### src/rtl/fir_decim_out.sv
// Scale, decimate and buffer FIR output samples; a kept sample reaches the FIFO head two edges after capture.
// No back-pressure to the filter: writes into a full FIFO are dropped and flagged on ovf; the consumer pops with out_ready.
module fir_decim_out #(
    parameter int DATA_W = 16,
    parameter int SHIFT  = 7,
    parameter int DEPTH  = 4
) (
    input  logic                    clk,
    input  logic                    reset,
    input  logic [DATA_W-1:0]       in_data,
    input  logic                    in_valid,
    input  logic [3:0]              dec_m,
    input  logic                    clr_ovf,
    output logic [DATA_W-1:0]       out_data,
    output logic                    out_valid,
    input  logic                    out_ready,
    output logic [$clog2(DEPTH):0]  level,
    output logic                    ovf
);
    localparam int AW = $clog2(DEPTH);
    localparam logic [DATA_W:0] ROUND    = {{DATA_W{1'b0}}, 1'b1} << (SHIFT - 1);
    localparam logic [AW:0]     FULL_LVL = (AW + 1)'(DEPTH);

    logic [DATA_W:0]   sum;
    logic [DATA_W-1:0] scaled;
    logic [3:0]        cnt;
    logic              keep;
    logic              s1_valid;
    logic [DATA_W-1:0] s1_data;

    logic [DATA_W-1:0] mem [DEPTH];
    logic [AW-1:0]     wr_ptr;
    logic [AW-1:0]     rd_ptr;
    logic              full;
    logic              pop;
    logic              wr_en;
    logic              drop;

    // One extra bit of headroom so the rounding add cannot wrap.
    assign sum    = {1'b0, in_data} + ROUND;
    assign scaled = DATA_W'(sum >> SHIFT);
    assign keep   = in_valid && (cnt == 4'd0);

    // Loading dec_m on a kept sample also covers M=1, since dec_m is then 0.
    always_ff @(posedge clk or posedge reset) begin
        if (reset) begin
            cnt <= 4'd0;
        end else if (in_valid) begin
            if (cnt == 4'd0) begin
                cnt <= dec_m;
            end else begin
                cnt <= cnt - 4'd1;
            end
        end
    end

    always_ff @(posedge clk or posedge reset) begin
        if (reset) begin
            s1_valid <= 1'b0;
            s1_data  <= '0;
        end else begin
            s1_valid <= keep;
            if (keep) begin
                s1_data <= scaled;
            end
        end
    end

    assign out_valid = (level != '0);
    assign full      = (level == FULL_LVL);
    assign pop       = out_valid && out_ready;
    // A pop on the same edge frees the head slot, so a full FIFO can still accept.
    assign wr_en     = s1_valid && (!full || pop);
    assign drop      = s1_valid && full && !pop;

    always_ff @(posedge clk) begin
        if (wr_en) begin
            mem[wr_ptr] <= s1_data;
        end
    end

    always_ff @(posedge clk or posedge reset) begin
        if (reset) begin
            wr_ptr <= '0;
            rd_ptr <= '0;
            level  <= '0;
        end else begin
            if (wr_en) begin
                wr_ptr <= wr_ptr + AW'(1);
            end
            if (pop) begin
                rd_ptr <= rd_ptr + AW'(1);
            end
            case ({wr_en, pop})
                2'b10:   level <= level + (AW + 1)'(1);
                2'b01:   level <= level - (AW + 1)'(1);
                default: level <= level;
            endcase
        end
    end

    always_ff @(posedge clk or posedge reset) begin
        if (reset) begin
            ovf <= 1'b0;
        end else if (drop) begin
            ovf <= 1'b1;
        end else if (clr_ovf) begin
            ovf <= 1'b0;
        end
    end

    // Storage is not reset, so the head is masked until something has been written.
    assign out_data = out_valid ? mem[rd_ptr] : '0;

endmodule

### config.mk
export PLATFORM = sky130hd
export DESIGN_NAME = fir_decim_out
export DESIGN_NICKNAME = d
export VERILOG_FILES = /design/src/rtl/fir_decim_out.sv
export SDC_FILE = /design/constraint.sdc
export NUM_CORES = 1
export LEC_CHECK = 0
export CAP_MARGIN = 15
export CORE_MARGIN = 4
export CORE_UTILIZATION = 40
export CTS_CLUSTER_DIAMETER = 120
export DETAILED_ROUTE_END_ITERATION = 10
export GPL_TIMING_DRIVEN = 0
export REMOVE_ABC_BUFFERS = 1
export SLEW_MARGIN = 20
export SYNTH_ARGS = -nofsm -noshare
export SYNTH_HDL_FRONTEND = slang
export SYNTH_SLANG_ARGS = --single-unit
### constraint.sdc
create_clock -name clk -period 2.4 [get_ports clk]
set_input_delay 0.48 -clock clk [delete_from_list [all_inputs] [get_ports clk]]
set_output_delay 0.48 -clock clk [all_outputs]
set_load 0.005 [all_outputs]
==> flow_summary.toml <==
[place]
hpwlAfterDp_mm = 3.23
gp_congestion = 0.729
dpl.cell_count = 328
pre_cts_ws_ns = -0.227
place_area_um2 = 3260
io_buffers = 33

[clock_network]
cts_max_level = 3
clk_pin_slew_ns = 0.07
clock_sinks = 63
cts_root_buf = "clkbuf_8"
cts-buffers-inserted = 9
cts_tree = "done"
clkLatencyLatePin_ns = 0.33
clock_path_buffers = 2
ctsHoldBuffers = 0

[floorplan]
rows = 30
core_um2 = 6910
dieArea_um2 = 8650
die_w_um = 93.0
die_h_um = 93.0
io_pins = 46
start_util = 0.419

[detailed_routing]
drt_iter0_drc = 72
drt-wirelength-per-cell_um = 13.8
vias = 1634
drt_first_pass_iters = 4
ant_nets = 0
drc = 0
wl_mm = 4.80
via_per_inst = 4.68

[synth]
yosysWarnings = 0
ys_types = 40
synth_ff_type = "edfxtp_1"
syn-mean-instance-area_um2 = 14.0
synth-seq-cells = 63
synth_top_cell_by_area = "edfxtp_1"
yosysMostFrequentCell = "edfxtp_1"
netlist_top_cells_count = "40 x edfxtp_1, 23 x dfrtp_1, 15 x and2_1"
ys_seq_area_frac = 0.614
syn_area_um2 = 2890
yosys-top-cells-area = "edfxtp_1 42%, dfrtp_1 20%, mux4_1 4.5%, mux4_2 3.9%, and2_1 3.2%"
synth-edff-count = 40
ys_async_sr_fraction = 0.365
synth.top_cell.area_share = 0.415
syn_inst = 207

[cells_and_area]
regArea_um2 = 1780
syn_to_final_growth_pct = 21.9
final_cells = 349
design_area_um2 = 3520
layout-drive-gt1-share = 0.138
num_antenna_cells = 0
fillers = 624
nNetsFinal = 280
multi_input_area_um2 = 983

[timing]
max_freq_mhz = 428
slew_viol_final = 0
rsz0062_at_grt = "no"
hold_viol_final = 0
skew_ns = 0.00817
relSlewSlack = 0.394
tightest_slew_ns = 0.909
finalCritPeriodShare = 0.974
fin_tns_setup_ns = 0
period_needed_ns = 2.34
setup_slack_ns = 0.0624
setup_viol = 0

[critical_path]
cp_data_arrival_time_ns = 1.86
r2r_cells = 6
worstSetupPathType = "reg2out"
critPathLaunchType = "register"
rrSetupSlack_ns = 0.38
reg2reg_to = "level[1]$_DFFE_PP0P_"
worst-path-max-fanout = 6
endpoint_kind = "output pin"
endpoint = "out_data[2]"
cp.required_ns = 1.92
critPathLaunch = "rd_ptr[0]$_DFFE_PP0N_"
r2r-start = "level[1]$_DFFE_PP0P_"

[pwr]
switching_power_uw = 1160
clockPowerShare = 0.247
p_sw_frac = 0.291
seqPwrFrac = 0.439
power_leakage_uw = 0.00134
p_comb_frac = 0.314
peakVddDrop_uv = 357
cellPowerDensity_nw_per_um2 = 1130
p_int_uw = 2830

[worst_hold_path]
worst_hold_path_type = "reg2reg"

[global_route]
grt_pass1_wl_mm = 8.07
overflow = 0
antenna_found_initial = 0
grt_pass1_vias = 1605
grt_max_degree = 24
gr-usage-all-layers = 0.125

[status]
outcome = "completed"

[flow_run]
maxCapViolations = 0
-- power by group through the flow --
stage	logic, uW	clock network [uW]	registers (uW)
finish	1250	987	1750
global route	1420	1060	1790
CTS	1270	1010	1750
detailed placement	1190	0	1810
global placement	1180	0	1790
floorplan	740	0	1700
-- worst max-delay path: stages (launching register included) --
cell	delay [ns]
dfrtp_4	0.43
buf_12	0.13
mux4_1	0.54
and2_1	0.16
dlygate4sd2_1	0.26
-- through the flow --
stage	util	power, uW	hold WS (ns)
floorplan	-	2440	0.472
global placement	0.472	2960	0.497
detailed placement	0.472	3000	0.512
CTS	0.511	4040	0.521
global route	0.510	4280	0.539
finish	0.510	3990	0.517
-- per-layer routing --
metal / global-route usage / wire, um / vias up
met4: 0.0623 / 89 / 0
li1: - / - / 813
met1: 0.162 / 2240 / 769
met5: 0 / 0 / -
met2: 0.190 / 2190 / 43
met3: 0.0386 / 283 / 9
-- layout make-up --
type | count | area share
Clock buffer | 12 | 0.0412
Clock inverter | 4 | 0.0195
Inverter | 14 | 0.0149
Multi-Input combinational cell | 122 | 0.279
Sequential cell | 63 | 0.506
Tap cell | 96 | 0.0341
Timing Repair Buffer | 38 | 0.105
-- cells in the final DEF, fill, tap and decap left out, types with 7 or more instances in the layout --
master / synthesis / layout
nor2_1: 14 / 14
edfxtp_1: 40 / 40
clkbuf_8: 0 / 10
clkdlybuf4s50_1: 0 / 22
xnor2_1: 8 / 8
mux4_2: 5 / 7
a21oi_1: 12 / 12
and2_1: 15 / 14
dlygate4sd2_1: 0 / 8
inv_1: 14 / 14
nand2_1: 9 / 9
dfrtp_1: 23 / 21
-- worst min-delay path by stage --
stage / cells past startpoint / slack, ns / endpoint / from
floorplan: 0 / 0.47 / mem[0][0]$_DFFE_PP_ / s1_data[0]$_DFFE_PP0P_
global placement: 0 / 0.50 / mem[1][2]$_DFFE_PP_ / s1_data[2]$_DFFE_PP0P_
detailed placement: 0 / 0.51 / mem[2][2]$_DFFE_PP_ / s1_data[2]$_DFFE_PP0P_
CTS: 0 / 0.52 / mem[0][2]$_DFFE_PP_ / s1_data[2]$_DFFE_PP0P_
global route: 0 / 0.54 / mem[0][2]$_DFFE_PP_ / s1_data[2]$_DFFE_PP0P_
finish: 0 / 0.52 / mem[0][2]$_DFFE_PP_ / s1_data[2]$_DFFE_PP0P_
-- timing repair --
action | CTS | global route
gates resized for setup | 19 | 4
setup buffers | 5 | 0
pin swaps | 0 | 0
endpoints found under the setup margin | 11 | 3
-- flip-flops by register name, indices dropped and copies added (netlist names) --
register,cells
cnt,4
level,3
mem,40
ovf,1
rd_ptr,2
s1_data,10
s1_valid,1
wr_ptr,2
-- cells by family after synthesis --
kind of cell,share of synthesized area
DFF,0.614
and+or+nand+nor,0.102
AOI/OAI and AO/OA,0.0593
buffers and inverters,0.0519
muxes,0.0991
xor gates and xnor gates,0.0394
adders and majority gates,0.0329
other,0.00130
Note: power is estimated with default switching activity, not from simulation.
